### config.mk
export PLATFORM = sky130hd
export DESIGN_NAME = arbitro_registrador
export DESIGN_NICKNAME = d
export VERILOG_FILES = /design/src/rtl/arbitro_registrador_pkg.sv /design/src/rtl/arbitro_registrador_seletor_round_robin.sv /design/src/rtl/arbitro_registrador.sv
export SDC_FILE = /design/constraint.sdc
export NUM_CORES = 1
export LEC_CHECK = 0
export ABC_AREA = 1
export CAP_MARGIN = 20
export CORE_AREA = 10 10 57 82
export DETAILED_ROUTE_END_ITERATION = 8
export DIE_AREA = 0 0 67 92
export HOLD_SLACK_MARGIN = 0.1
export PLACE_DENSITY = 0.69
export SLEW_MARGIN = 20
export SYNTH_ARGS = -nofsm -noshare
export SYNTH_HDL_FRONTEND = slang
export SYNTH_SLANG_ARGS = --single-unit
### constraint.sdc
create_clock -name clk -period 1.6 [get_ports clk]
set_input_delay 0.16 -clock clk [delete_from_list [all_inputs] [get_ports clk]]
set_output_delay 0.16 -clock clk [all_outputs]
set_load 0.02 [all_outputs]
### src/rtl/arbitro_registrador_pkg.sv
// -----------------------------------------------------------------------------
// arbitro_registrador_pkg
//   Shared definitions for the round-robin write arbiter of the shared 7-bit
//   register: data width, FSM state encoding and the modulo-N index step used
//   by both the selector and the top-level pointer update.
// -----------------------------------------------------------------------------
package arbitro_registrador_pkg;

    localparam int unsigned LARGURA_DADO = 7;

    typedef enum logic [1:0] {
        OCIOSO   = 2'd0,
        ESCRITA  = 2'd1,
        CONFIRMA = 2'd2,
        LIBERA   = 2'd3
    } estado_t;

    // Next requester index modulo n. The wrap is an explicit compare with n-1
    // because n need not be a power of two.
    function automatic logic [1:0] proximo_indice(input logic [1:0] atual,
                                                  input int unsigned n);
        if (atual == 2'(n - 1)) begin
            return 2'd0;
        end
        return atual + 2'd1;
    endfunction

endpackage

### src/rtl/arbitro_registrador_seletor_round_robin.sv
// -----------------------------------------------------------------------------
// seletor_round_robin
//   Combinational round-robin selector. Scans the request vector starting at
//   ponteiro_i and wrapping modulo N; the first set bit wins.
//
//   Ports:
//     req_i       in  N  request vector
//     ponteiro_i  in  2  index with highest priority this round (< N)
//     valido_o    out 1  at least one request is set
//     vencedor_o  out 2  index of the winning requester (0 when !valido_o)
// -----------------------------------------------------------------------------
module seletor_round_robin
    import arbitro_registrador_pkg::*;
#(
    parameter int unsigned N = 3
) (
    input  logic [N-1:0] req_i,
    input  logic [1:0]   ponteiro_i,
    output logic         valido_o,
    output logic [1:0]   vencedor_o
);

    logic [1:0] candidato;

    always_comb begin
        valido_o   = 1'b0;
        vencedor_o = '0;
        candidato  = ponteiro_i;
        for (int unsigned k = 0; k < N; k++) begin
            if (!valido_o && req_i[candidato]) begin
                valido_o   = 1'b1;
                vencedor_o = candidato;
            end
            candidato = proximo_indice(candidato, N);
        end
    end

endmodule

### src/rtl/arbitro_registrador.sv
// -----------------------------------------------------------------------------
// arbitro_registrador
//   Round-robin write arbiter/sequencer for a shared, always-loading 7-bit
//   register. The block drives the register's data input every cycle: the
//   granted requester's latched data for exactly one cycle (ESCRITA), the
//   reset value while rst is high, and the register's own output otherwise.
//   Each granted requester receives a one-cycle ack inside a four-phase
//   req/ack handshake; the next arbitration waits for that req to drop.
//
//   Ports:
//     clk          in  1      system clock, rising edge
//     rst          in  1      synchronous active-high reset
//     req          in  N      write request per requester
//     dados        in  7*N    write data, requester i at [7i+6:7i]
//     reg_saida    in  7      current output of the shared register
//     reg_entrada  out 7      data input of the shared register
//     ack          out N      one-hot write acknowledge
//     vencedor     out 2      granted requester index (valid when ocupado)
//     ocupado      out 1      high in every state except OCIOSO
// -----------------------------------------------------------------------------
module arbitro_registrador
    import arbitro_registrador_pkg::*;
#(
    parameter int unsigned                N             = 3,
    parameter logic [LARGURA_DADO-1:0]    VALOR_INICIAL = '0
) (
    input  logic                        clk,
    input  logic                        rst,
    input  logic [N-1:0]                req,
    input  logic [LARGURA_DADO*N-1:0]   dados,
    input  logic [LARGURA_DADO-1:0]     reg_saida,
    output logic [LARGURA_DADO-1:0]     reg_entrada,
    output logic [N-1:0]                ack,
    output logic [1:0]                  vencedor,
    output logic                        ocupado
);

    estado_t                  estado_q,   estado_d;
    logic [1:0]               ponteiro_q, ponteiro_d;
    logic [1:0]               idx_q,      idx_d;
    logic [LARGURA_DADO-1:0]  dado_lat_q, dado_lat_d;

    logic                     sel_valido;
    logic [1:0]               sel_vencedor;

    seletor_round_robin #(
        .N (N)
    ) u_seletor (
        .req_i      (req),
        .ponteiro_i (ponteiro_q),
        .valido_o   (sel_valido),
        .vencedor_o (sel_vencedor)
    );

    always_ff @(posedge clk) begin
        if (rst) begin
            estado_q   <= OCIOSO;
            ponteiro_q <= '0;
            idx_q      <= '0;
            dado_lat_q <= '0;
        end else begin
            estado_q   <= estado_d;
            ponteiro_q <= ponteiro_d;
            idx_q      <= idx_d;
            dado_lat_q <= dado_lat_d;
        end
    end

    always_comb begin
        estado_d    = estado_q;
        ponteiro_d  = ponteiro_q;
        idx_d       = idx_q;
        dado_lat_d  = dado_lat_q;
        reg_entrada = reg_saida;
        ack         = '0;

        unique case (estado_q)
            OCIOSO: begin
                if (sel_valido) begin
                    idx_d      = sel_vencedor;
                    dado_lat_d = dados[int'(sel_vencedor)*LARGURA_DADO +: LARGURA_DADO];
                    estado_d   = ESCRITA;
                end
            end
            ESCRITA: begin
                reg_entrada = dado_lat_q;
                estado_d    = CONFIRMA;
            end
            CONFIRMA: begin
                ack[idx_q] = 1'b1;
                ponteiro_d = proximo_indice(idx_q, N);
                estado_d   = LIBERA;
            end
            LIBERA: begin
                // Nobody else is arbitrated until the served requester
                // completes the handshake by dropping its req.
                if (!req[idx_q]) begin
                    estado_d = OCIOSO;
                end
            end
            default: begin
                estado_d = OCIOSO;
            end
        endcase

        // Reset overrides the mux so the register itself is initialised on
        // the same edge that resets the FSM, aborting any write in flight.
        if (rst) begin
            reg_entrada = VALOR_INICIAL;
        end
    end

    assign ocupado  = (estado_q != OCIOSO);
    assign vencedor = ocupado ? idx_q : 2'd0;

endmodule
After elaboration in Yosys (flattened, before gate mapping)
Cells that the tools add are included.
- add/subtract/negate cells: 3
- multiply operators: 1
- magnitude comparators: 5
- equal/unequal tests: 8
- shifts and indexed selects: 1
- multiplexer cells: 33
- reductions and logical operators: 9
- operators with widths (cell ; count):
    2-to-1 mux 2 bit ; 12
    variable part select 21 x 6 -> 7 bit ; 1
    2-to-1 mux 7 bit ; 2
    less-than comparator 2 x 3 -> 1 bit (second input constant) ; 4
    2-to-1 mux 1 bit ; 12
    equality test 2 bit (second input constant) ; 5
    binary-select mux 1 bit (select 2 bit) ; 4
    case mux 2 bit (4 select lines) ; 1
    adder 2 x 1 -> 2 bit (second input constant) ; 3
    multiplier 2 x 3 -> 5 bit (second input constant) ; 1
    inequality test 2 bit (second input constant) ; 2
    AND reduction 2 bit ; 2
    logical AND 1 bit ; 3
    2-to-1 mux 3 bit ; 1
    demux 1 bit (select 2 bit) ; 1
    equality test 2 x 1 -> 1 bit (second input constant) ; 1
    greater-or-equal comparator 2 x 1 -> 1 bit (second input constant) ; 1
    zero test 1 bit ; 2
    zero test 2 bit ; 1
    nonzero test 2 bit ; 1
- flip-flop bits (word level): 13
- bits of input ports: 33
- output and inout port bits: 13
- word-level logic and storage cells: 64

Logic depth before layout (Yosys ltp)
Gate-level depths: netlist (run 1).
- depth after elaboration: 12
- mapped depth: 13
- mapped depth without buffers: 12

Modules after synthesis
A second synthesis (run 1) with hierarchy kept.
- cells, all modules: 160
- area total of the unflattened synthesis: 965.9 um2
- modules (own cells, without submodules) (module ; instances ; cells each ; area an instance (um2) ; sequential area each (um2)):
    arbitro_registrador ; 1 ; 129 ; 827.0 ; 260.2
    seletor_round_robin ; 1 ; 31 ; 138.9 ; 0.0

Least setup slack after synthesis (run 1)
Ideal clock, no wire load.
- path type: register to register
- start point: register ponteiro_q[1]
- end point: register dado_lat_q[1]
- setup time: 124 ps
- arrival time: 1356 ps
- slack: 120 ps
- cell stages (with the launch flop): 12
- path through: dfxtp_1 -> inv_2 -> or2_1 -> o211ai_2 -> nand2_1 -> nand2_2 -> inv_2 -> buf_6 -> nand3_1 -> nand2_1 -> nor2_1 -> nor2_1
- word-level cells in the longest chain between the ends: 12
- elaborated cells on any way between the ends: 27
- those cells by class: 2 x add/sub; 1 x mul; 2 x eq/ne; 1 x shift; 16 x mux; 5 x reduce/logical
- RTL lines (what ; RTL line ; source):
    start: declaration ; arbitro_registrador.sv:39 ; logic [1:0] ponteiro_q, ponteiro_d;
    start signal: assignment ; arbitro_registrador.sv:63 ; ponteiro_q <= ponteiro_d;
    parallel branches: the longest is 12 deep, another holds multiplier 2 x 3 -> 5 bit ; n/a ;
    end signal: assignment ; arbitro_registrador.sv:65 ; dado_lat_q <= dado_lat_d;
    end: declaration ; arbitro_registrador.sv:41 ; logic [LARGURA_DADO-1:0] dado_lat_q, dado_lat_d;
Parallel ways; which one is timed is not known. The select of a mux whose other input is x is not followed.
A chain may end at the register's enable or synchronous reset.

Final worst setup path (run 1)
- start point: register estado_q[1]
- end point: output port reg_entrada[1]
- word-level cells in the longest chain between the ends: 3
- RTL lines (what ; RTL line ; source):
    start: declaration ; arbitro_registrador.sv:38 ; estado_t estado_q, estado_d;
    start signal: assignment ; arbitro_registrador.sv:62 ; estado_q <= estado_d;
    equality test 2 x 1 -> 1 bit ; arbitro_registrador.sv:77 ; unique case (estado_q)
    2-to-1 mux 7 bit ; arbitro_registrador.sv:77 ;
    2-to-1 mux 7 bit ; arbitro_registrador.sv:108 ; if (rst) begin
    end: declaration ; arbitro_registrador.sv:32 ; output logic [LARGURA_DADO-1:0] reg_entrada,
Every way passes these cells.

==> summary.txt, run 1 <==
PWR
---------------------------------------------------------------------------------
Clk pwr share                                                               11.4%
Share of total power consumed by net switching                              47.5%
Internal power                                                            1400 µW
IR drop worst, VDD                                                         930 µV
Combinational share of power                                                66.9%
Pwr/cell area                                                         1440 nW/µm²
Register share of total power                                               21.6%
Net Switching                                                             1270 µW
Leakage power figure                                                  0.000962 µW

CLOCK NETWORK
---------------------------------------------------------------------------------
Clk buf depth                                                                   2
Count of buffers added by post-CTS timing repair for setup                      0
CTS Root Buffer Type                                                 sky130_fd_sc_hd__clkbuf_8
TritonCTS clock tree                                                          yes
Post-CTS Hold Buffers                                                           0
Number of buffers inserted during clock tree synthesis                          3
H-Tree Level Count                                                              1
Insertion delay of the later-clocked pin in the worst-skew pair           0.25 ns
Clock sink count                                                               13
Clock slew seen by the registers of the worst setup and hold paths        0.05 ns

FLOORPLAN
---------------------------------------------------------------------------------
Area enclosed by the die boundary                                        6160 µm²
Row count                                                                      26
Die X                                                                       67 µm
Die H                                                                       92 µm
Number of I/O pins                                                             46
Placeable core region                                                    3290 µm²
Effective utilization at floorplan                                          33.5%

TIMING
---------------------------------------------------------------------------------
Finish-stage setup viols                                                        0
Final period util                                                           95.7%
Max transition margin                                                       81.6%
Largest clock skew in the final design                                 0.00999 ns
Final worst setup slack                                                 0.0691 ns
Maximum clock frequency                                                   653 MHz
Min Tclk post-route                                                       1.53 ns
Worst-margin pin slew                                                    0.275 ns
Unrepaired setup endpoints after global routing                               yes
Fin. Hold Viols                                                                 0
Final Max Tran Viols                                                            0

PLACEMENT
---------------------------------------------------------------------------------
Hpwl dp                                                                   2.88 mm
Post-place setup slack                                                  -0.183 ns
Routability congestion estimate                                             0.802
Port-buffer cells                                                              45

DRT
---------------------------------------------------------------------------------
WL/cell                                                                   12.1 µm
Drt pass-1 iters                                                                4
Number of DRC markers after the initial detailed-route iteration               93
Post-route DRC violation count                                                  0
Total number of vias                                                        1,409
Number of nets with antenna violations after routing                            0
Final wirelength                                                          3.68 mm
Vias per cell                                                                4.63

GRT
---------------------------------------------------------------------------------
Largest net degree at the start of global routing                              16
Vias in the first global route                                              1,399
Global-route wire length before repair                                    5.87 mm
Global-route total usage across every layer                                 11.7%
Antenna violations before repair                                                0
Sum of overflow across all layers after global routing                          0

YOSYS
---------------------------------------------------------------------------------
Most instantiated library cell after synthesis                       sky130_fd_sc_hd__nand2_1
EDFF count, synth                                                               0
Avg Cell Area, Syn                                                       5.73 µm²
Leading area contributor after synthesis                             sky130_fd_sc_hd__dfxtp_1
Top cells by area in the synthesized netlist                         sky130_fd_sc_hd__dfxtp_1 (24%), sky130_fd_sc_hd__nand2_1 (16%), sky130_fd_sc_hd__nor2_1 (15%)
Fraction of registers with async set or reset after synthesis                  0%
Register bit total from synthesis                                              13
Cell types with the highest counts after synthesis                   sky130_fd_sc_hd__nand2_1 (47), sky130_fd_sc_hd__nor2_1 (45), sky130_fd_sc_hd__nand3_1 (20)
Post-synth top flop                                                  sky130_fd_sc_hd__dfxtp_1
Total number of yosys warnings                                                  0
Cell area after synthesis                                                1100 µm²
Share of synthesized area occupied by flip-flops and latches                23.6%
Unique cell type count in the Yosys netlist                                    23
Share of Yosys cell area claimed by the top area cell type                  23.6%
Post-synthesis instance total                                                 192
Net count after synthesis                                                     229

SETUP PATH
---------------------------------------------------------------------------------
Critical Path Sink Type                                               output port
Type of element launching the critical path                              register
Crit Path Max Fanout                                                            7
Type of the worst setup path                                         register to output port
Setup slack of the worst register-to-register path                        0.08 ns
Signal arrival time at the worst endpoint                                 1.37 ns
Required time at the endpoint of the critical path                        1.44 ns

CELLS AND AREA
---------------------------------------------------------------------------------
Proportion of layout cells with a drive suffix above 1                      26.0%
Area added between synthesis and finish                                     68.5%
# diodes                                                                        0
Final design utilization                                                    56.5%
Fin nets                                                                      300
Filler Cell Count                                                             332

OUTCOME
---------------------------------------------------------------------------------
Run status                                                           complete, no violations

JOB
---------------------------------------------------------------------------------
Max-Cap Viols                                                                   0

HOLD PATH
---------------------------------------------------------------------------------
Hold/Removal Path Class                                              register to register

## cell families (layout without fill, tap and decap cells)
kind of cell             after synthesis  count (layout)  synth area share (%)
AND/OR/NAND/NOR                      119             120                  44.5
AO/OA/AOI/OAI                         28              28                  15.6
buffers and inverters                 28              97                  11.7
flip-flops                            13              13                  23.6
adder cells (fa/ha/maj)                4               4                  4.55
## placed cells by master, fill, tap and decap left out, drive strengths merged
master,instances
a211oi,1
o21ai,15
buf,36
nor2,45
nand2,51
a31oi,1
o211ai,2
clkdlybuf4s50,29
clkbuf,3
dfxtp,13
nand3,20
or2,1
o2111ai,1
o21a,1
a21oi,7
inv,22
nor3,3
clkinv,1
clkdlybuf4s15,3
dlymetal6s2s,3
ha,4
## metal layers
metal	GRT usage (%)	wire, µm
met3	2.31	188
met4	4.47	51
met2	22.2	2020
met1	11.6	1420
met5	0	0
## state kept, by name, indices dropped and copies added (netlist names)
register and flops:
estado_q 2, idx_q 2, dado_lat_q 7, ponteiro_q 2
## critical path, stage by stage, from the launching register on
cell and delay [ns]:
sky130_fd_sc_hd__dfxtp_2 0.33, sky130_fd_sc_hd__inv_1 0.05, sky130_fd_sc_hd__ha_1 0.20, sky130_fd_sc_hd__buf_4 0.16, sky130_fd_sc_hd__o21ai_0 0.16, sky130_fd_sc_hd__nor2_1 0.07
sky130_fd_sc_hd__buf_2 0.16
## layout make-up
| type | instances | area, µm² | area share, % |
|---|---|---|---|
| Inverter | 22 | 90.1 | 4.86 |
| Sequential cell | 13 | 267 | 14.4 |
| Tap cell | 42 | 52.6 | 2.83 |
| Clock inverter | 1 | 5.00 | 0.270 |
| Clock buffer | 3 | 41.3 | 2.23 |
| Multi-Input combinational cell | 152 | 782 | 42.1 |
| Timing Repair Buffer | 71 | 618 | 33.3 |
## per-stage QoR
stage / total power [µW] / setup TNS (ns) / hold WS [ns] / cells / cell area [µm²]
after global routing: 2900 / -0.238 / 0.574 / 304 / 1860
after CTS: 2550 / -0.0419 / 0.559 / 303 / 1770
final: 2670 / 0 / 0.551 / 304 / 1860
after global placement: 2280 / -2.53 / 0.528 / 299 / 1750
after floorplan: 1600 / 0 / 0.386 / 192 / 1100
after detailed placement: 2310 / -2.92 / 0.548 / 299 / 1750
## power by group through the flow
stage / registers, µW / logic (µW) / clock network [µW]
floorplan: 533 / 1070 / 0
CTS: 564 / 1670 / 308
detailed placement: 572 / 1740 / 0
finish: 577 / 1780 / 305
global placement: 573 / 1700 / 0
global route: 603 / 1970 / 325
## worst paths after layout
check / startpoint / to / depth (start not counted)
max: estado_q[1] / reg_entrada[1] / 6
min: dado_lat_q[3] / dado_lat_q[3] / 2
max reg2reg: ponteiro_q[0] / dado_lat_q[4] / 11
min reg2reg: dado_lat_q[3] / dado_lat_q[3] / 2
## repair_timing
| item | CTS | global route |
|---|---|---|
| pin swaps | 0 | 7 |
| endpoints found under the setup margin | 13 | 23 |
| resized for setup | 49 | 35 |
| gates cloned | 0 | 1 |
Power figures use the tool's default switching activity.
==> run 2: changes to the inputs <==
- CORE_AREA: 10 10 57 82 -> 10 10 55 79
- DIE_AREA: 0 0 67 92 -> 0 0 65 89
- PLACE_DENSITY: 0.69 -> 0.74
==> run 2 against run 1 <==
  * Flip-flop and latch count did not move
  * First-iteration DRC count fell by 53%
  * Largest power group unchanged
  * Worst setup slack got worse by 0.024 ns
==> summary.txt, run 2 (synthesis gave the netlist of run 1 again) <==
DRT
---------------------------------------------------------------------------------
Number of DRC markers after the initial detailed-route iteration               44   -53%
Total number of vias                                                        1,469   +4.3%
Drt pass-1 iters                                                                4   unchanged
Vias per cell                                                                4.77   +2.9%
Final wirelength                                                          3.81 mm   +3.6%
Post-route DRC violation count                                                  0   unchanged
Number of nets with antenna violations after routing                            0   unchanged
WL/cell                                                                   12.4 µm   +2.2%

GRT
---------------------------------------------------------------------------------
Global-route wire length before repair                                    6.20 mm   +5.5%
Largest net degree at the start of global routing                              16   unchanged
Vias in the first global route                                              1,489   +6.4%
Antenna violations before repair                                                0   unchanged
Global-route total usage across every layer                                 13.1%   +1.5 points
Sum of overflow across all layers after global routing                          0   unchanged

CLOCK NETWORK
---------------------------------------------------------------------------------
H-Tree Level Count                                                              1   unchanged
CTS Root Buffer Type                                                 sky130_fd_sc_hd__clkbuf_8
Post-CTS Hold Buffers                                                           0   unchanged
Number of buffers inserted during clock tree synthesis                          3   unchanged
Clock slew seen by the registers of the worst setup and hold paths        0.05 ns   about the same
Clk buf depth                                                                   2   unchanged
Clock sink count                                                               13   unchanged
Insertion delay of the later-clocked pin in the worst-skew pair           0.25 ns   about the same
TritonCTS clock tree                                                          yes

FLOORPLAN
---------------------------------------------------------------------------------
Placeable core region                                                    3030 µm²   -7.7%
Die X                                                                       65 µm   -3.0%
Effective utilization at floorplan                                          36.3%   +2.8 points
Area enclosed by the die boundary                                        5790 µm²   -6.1%
Number of I/O pins                                                             46   unchanged
Die H                                                                       89 µm   -3.3%
Row count                                                                      25   -3.8%

TIMING
---------------------------------------------------------------------------------
Final period util                                                           97.2%   +1.5 points
Worst-margin pin slew                                                    0.298 ns   +0.0221 ns
Largest clock skew in the final design                                 0.00624 ns   -0.00375 ns
Unrepaired setup endpoints after global routing                               yes
Max transition margin                                                       80.1%   -1.5 points
Finish-stage setup viols                                                        0   unchanged
Min Tclk post-route                                                       1.55 ns   +0.0238 ns
Fin. Hold Viols                                                                 0   unchanged
Final Max Tran Viols                                                            0   unchanged
Maximum clock frequency                                                   643 MHz   -1.5%

PWR
---------------------------------------------------------------------------------
IR drop worst, VDD                                                         991 µV   +6.5%
Pwr/cell area                                                         1450 nW/µm²   +0.87%
Leakage power figure                                                  0.000986 µW   +2.6%
PnR Total Power                                                           2750 µW   +3.1%

SETUP PATH
---------------------------------------------------------------------------------
Critical Path Sink Type                                               output port
Type of element launching the critical path                              register
Critical Path, Cell by Cell                                          inv_1 > ha_1 > buf_4 > o21ai_0 > nor2_1 > buf_2
Crit Path Max Fanout                                                            7   unchanged
Type of the worst setup path                                         register to output port
Largest delay contributor family on the critical path                buffers and inverters
Critical path's slowest cell                                         sky130_fd_sc_hd__dfxtp_2
Required time at the endpoint of the critical path                        1.44 ns   about the same
Signal arrival time at the worst endpoint                                 1.39 ns   +0.02 ns
Count of buffer and inverter cells on the critical path                         3   unchanged
CP peak stage delay                                                       0.35 ns   +0.02 ns

CELLS AND AREA
---------------------------------------------------------------------------------
Fin nets                                                                      306   +2.0%
Top reg by flops                                                       dado_lat_q
Area added between synthesis and finish                                     72.3%
Filler-free cell count of the finished design                                 308   +1.3%
Most common library cell in the layout ignoring fill and taps        sky130_fd_sc_hd__nand2_1
Proportion of layout cells with a drive suffix above 1                      30.2%   +4.3 points
Most used cells in the layout excluding fill and tap cells           sky130_fd_sc_hd__nand2_1 (44), sky130_fd_sc_hd__nor2_1 (42), sky130_fd_sc_hd__buf_4 (33), sky130_fd_sc_hd__clkdlybuf4s50_1 (29), sky130_fd_sc_hd__nand3_1 (17)
Number of flip-flops in the largest register                                    7   unchanged
Filler Cell Count                                                             291   -12%
Final design utilization                                                    62.5%   +6.0 points
# diodes                                                                        0   unchanged

PLACEMENT
---------------------------------------------------------------------------------
Routability congestion estimate                                             0.879   +9.6%
Hpwl dp                                                                   3.04 mm   +5.3%
Number of placed instances, taps included                                     301   +0.67%
Port-buffer cells                                                              45   unchanged

OUTCOME
---------------------------------------------------------------------------------
Run status                                                           complete, no violations

HOLD PATH
---------------------------------------------------------------------------------
Hold/Removal Path Class                                              register to register

JOB
---------------------------------------------------------------------------------
Max-Cap Viols                                                                   0   unchanged

-- run 2: layout make-up --
class / count / area [µm²] / area share [%]
Sequential cell: 13 / 269 / 14.2
Timing Repair Buffer: 77 / 648 / 34.2
Multi-Input combinational cell: 151 / 790 / 41.6
Timing Repair inverter: 1 / 7.51 / 0.396
Inverter: 22 / 87.6 / 4.62
Tap cell: 40 / 50.0 / 2.64
Clock buffer: 4 / 45.0 / 2.37
-- run 2: tightest hold or removal path: cells and delay by family, from the launching register on --
family,cells,cell delay [ns]
AND/OR/NAND/NOR,1,0.07
AO/OA/AOI/OAI,1,0.07
flip-flops,1,0.38
-- run 2: layer usage --
layer	share of wire [%]	up-vias	global-route usage, %	wire (µm)
met5	0	-	0	0
met2	58	37	27.6	2190
met1	37	658	11.4	1420
met3	2.8	9	1.88	107
li1	-	765	-	-
met4	2.2	0	6.45	85
-- run 2: report_power, final --
group	internal, µW	switching [µW]	total, µW	leakage [µW]
Combinational	798	1050	1850	0.000855
Sequential	466	134	599	0.000109
Clock	176	125	301	0.0000228
-- run 2: metrics by stage --
step	TNS [ns]	area, µm²	hold WS [ns]	setup WS, ns
floorplan	0	1100	0.386	0.120
global placement	-2.89	1780	0.542	-0.165
detailed placement	-3.39	1780	0.543	-0.195
CTS	0	1800	0.562	0.000304
global route	-0.110	1900	0.565	-0.0295
finish	0	1900	0.551	0.0453
-- run 2: final timing paths --
path,from,to,slack (ns),cells past startpoint
worst min register to register,ponteiro_q[0],ponteiro_q[0],0.55,2
worst min-delay path,ponteiro_q[0],ponteiro_q[0],0.55,2
worst max register to register,ponteiro_q[0],dado_lat_q[4],0.10,11
worst max-delay path,estado_q[1],reg_entrada[2],0.05,6
-- run 2: repair_timing --
item | 4_1_cts | 5_1_grt
gates resized for setup | 53 | 42
cloned | 0 | 1
pin swaps | 0 | 7
setup buffers | 0 | 2
setup endpoints to repair | 13 | 22
==> run 3: changes to the inputs <==
- PLACE_DENSITY: 0.74 -> 0.8
- SKIP_CTS_REPAIR_TIMING: not set -> 1
==> run 3 against run 2 <==
  * Cell area decreased by 2.3%
  * Register-to-register slack got worse by 0.05 ns
  * Global-route usage decreased by 0.59 points
  * Critical path depth increased by 5
  * Largest power group unchanged
  * Power decreased by 3.0%
==> summary.txt, run 3 (synthesis gave the netlist of run 1 again) <==
SETUP PATH
---------------------------------------------------------------------------------
Largest delay contributor family on the critical path                simple AND/OR/NAND/NOR gates
Crit. Startpoint                                                     ponteiro_q[0]
Reg-to-reg critical path startpoint                                  ponteiro_q[0]
Crit Path Max Fanout                                                            5   -2
Signal arrival time at the worst endpoint                                 1.70 ns   +0.31 ns
Setup slack of the worst register-to-register path                        0.05 ns   -0.05 ns
Critical Path Sink Type                                                  register
Critical Path, Cell by Cell                                          buf_6 > nand2_1 > nand2_1 > nand2_1 > a31oi_2 > nand2_2 > buf_6 > nand3_1 > nand2_1 > nor2_1 > nor2_1
Type of element launching the critical path                              register
Termination of the worst setup path                                  dado_lat_q[2]
CP peak stage delay                                                       0.38 ns   +0.03 ns
Count of buffer and inverter cells on the critical path                         2   -1
Critical path's slowest cell                                         sky130_fd_sc_hd__dfxtp_2
Critical Path Stages                                                           11   +5
Worst reg-to-reg path cell count                                               11   unchanged
Crit-path most repeated cell                                         sky130_fd_sc_hd__nand2_1
Type of the worst setup path                                         register to register
Required time at the endpoint of the critical path                        1.75 ns   +0.31 ns
Capturing point of the worst reg2reg path                            dado_lat_q[2]

CLOCK NETWORK
---------------------------------------------------------------------------------
Number of buffers inserted during clock tree synthesis                          3   unchanged
Clock slew seen by the registers of the worst setup and hold paths        0.06 ns   about the same
Clk buf depth                                                                   2   unchanged
CTS Root Buffer Type                                                 sky130_fd_sc_hd__clkbuf_8
H-Tree Level Count                                                              1   unchanged
TritonCTS clock tree                                                          yes
Insertion delay of the later-clocked pin in the worst-skew pair           0.25 ns   about the same
Clock sink count                                                               13   unchanged

CELLS AND AREA
---------------------------------------------------------------------------------
Proportion of layout cells with a drive suffix above 1                      25.1%   -5.1 points
Most common library cell in the layout ignoring fill and taps        sky130_fd_sc_hd__nand2_1
Top reg by flops                                                       dado_lat_q
# diodes                                                                        0   unchanged
Filler-free cell count of the finished design                                 299   -2.9%
Area of combinational cells with multiple inputs                          793 µm²   +0.48%
Post-route cell area                                                     1850 µm²   -2.3%
Fin nets                                                                      297   -2.9%
Area added between synthesis and finish                                     68.3%
Filler Cell Count                                                             298   +2.4%
Storage cell area                                                         267 µm²   -0.93%
Number of flip-flops in the largest register                                    7   unchanged
Most used cells in the layout excluding fill and tap cells           sky130_fd_sc_hd__nand2_1 (46), sky130_fd_sc_hd__nor2_1 (42), sky130_fd_sc_hd__clkdlybuf4s50_1 (29), sky130_fd_sc_hd__buf_4 (21)

DRT
---------------------------------------------------------------------------------
Final wirelength                                                          3.77 mm   -1.0%
Number of DRC markers after the initial detailed-route iteration               58   +32%
Post-route DRC violation count                                                  0   unchanged
Number of nets with antenna violations after routing                            0   unchanged
Drt pass-1 iters                                                                4   unchanged
Total number of vias                                                        1,435   -2.3%
WL/cell                                                                   12.6 µm   +2.0%
Vias per cell                                                                4.80   +0.63%

FLOORPLAN
---------------------------------------------------------------------------------
Die X                                                                       65 µm   unchanged
Die H                                                                       89 µm   unchanged
Effective utilization at floorplan                                          36.3%   unchanged
Number of I/O pins                                                             46   unchanged
Row count                                                                      25   unchanged
Area enclosed by the die boundary                                        5790 µm²   unchanged
Placeable core region                                                    3030 µm²   unchanged

PLACEMENT
---------------------------------------------------------------------------------
Number of placed instances, taps included                                     291   -3.3%
Routability congestion estimate                                             0.891   +1.3%
Area after DPL                                                           1710 µm²   -4.2%
Hpwl dp                                                                   2.94 mm   -3.1%
Port-buffer cells                                                              45   unchanged
Post-place setup slack                                                  -0.248 ns   -0.0533 ns

TIMING
---------------------------------------------------------------------------------
Final period util                                                           97.1%   about the same
Maximum clock frequency                                                   644 MHz   about the same
Min Tclk post-route                                                       1.55 ns   -0.00110 ns
Max transition margin                                                       78.2%   -1.9 points
Final worst setup slack                                                 0.0464 ns   +0.00110 ns
Final-layout worst hold slack                                            0.536 ns   -0.0151 ns
Final Max Tran Viols                                                            0   unchanged
Largest clock skew in the final design                                 0.00639 ns   +0.000151 ns
Worst-margin pin slew                                                    0.326 ns   +0.0282 ns
Finish-stage setup viols                                                        0   unchanged
Fin. Hold Viols                                                                 0   unchanged

PWR
---------------------------------------------------------------------------------
Pwr/cell area                                                         1440 nW/µm²   -0.73%
PnR Total Power                                                           2670 µW   -3.0%
IR drop worst, VDD                                                         822 µV   -17%
Leakage power figure                                                  0.000992 µW   +0.60%

JOB
---------------------------------------------------------------------------------
Max-Cap Viols                                                                   0   unchanged

GRT
---------------------------------------------------------------------------------
Vias in the first global route                                              1,443   -3.1%
Antenna violations before repair                                                0   unchanged
Largest net degree at the start of global routing                              16   unchanged
Sum of overflow across all layers after global routing                          0   unchanged
Global-route wire length before repair                                    5.89 mm   -5.0%
Global-route total usage across every layer                                 12.5%   -0.59 points

HOLD PATH
---------------------------------------------------------------------------------
Hold/Removal Path Class                                              register to register

OUTCOME
---------------------------------------------------------------------------------
Run status                                                           complete, no violations

## run 3: changes by cell type in the layout (fill, tap and decap cells not counted), sizes merged
cell / before / now
clkbuf: 4 / 12
clkinvlp: 1 / 0
clkinv: 0 / 1
clkdlybuf4s15: 1 / 0
buf: 44 / 25
dlymetal6s2s: 3 / 6
## run 3: power by group
group          internal (µW)  total [µW]  leakage [µW]  switching, µW
clock                    172         299     0.0000255            127
sequential               463         586      0.000109            123
combinational            761        1780      0.000858           1020
total                   1400        2670      0.000992           1270
## run 3: cell type report
class,count,area share (%)
Sequential cell,13,14.4
Clock buffer,3,2.23
Multi-Input combinational cell,151,42.8
Timing Repair Buffer,69,32.7
Tap cell,40,2.70
Inverter,22,4.86
Clock inverter,1,0.270
## run 3: worst min path at each step
| stage | cells after the start | slack, ns | from | endpoint |
|---|---|---|---|---|
| after global placement | 2 | 0.52 | estado_q[0] | estado_q[0] |
| after detailed placement | 2 | 0.54 | estado_q[0] | estado_q[0] |
| after CTS | 2 | 0.55 | estado_q[0] | estado_q[0] |
| final | 2 | 0.54 | estado_q[0] | estado_q[0] |
| after global routing | 2 | 0.59 | estado_q[0] | estado_q[0] |
| after floorplan | 4 | 0.39 | dados[13] | dado_lat_q[6] |
## run 3: worst min-delay path: cells and delay by family (launching register included)
family,cells,cell delay [ns]
AOI/OAI and AO/OA,1,0.07
buffers and inverters,1,0.10
DFF,1,0.32
## run 3: per-stage QoR
| step | setup TNS, ns | utilization [%] |
|---|---|---|
| global placement | -2.91 | 56.2 |
| global route | -0.0672 | 61.1 |
| finish | 0 | 61.1 |
| detailed placement | -3.62 | 56.2 |
| floorplan | 0 | - |
| CTS | -4.90 | 57.8 |
## run 3: layer usage
layer | GRT usage (%) | share of wire [%] | vias to the layer above
met5 | 0 | 0 | -
met4 | 6.45 | 2.4 | 0
met3 | 2.89 | 4.0 | 10
met2 | 24.2 | 56 | 36
met1 | 11.9 | 38 | 642
li1 | - | - | 747
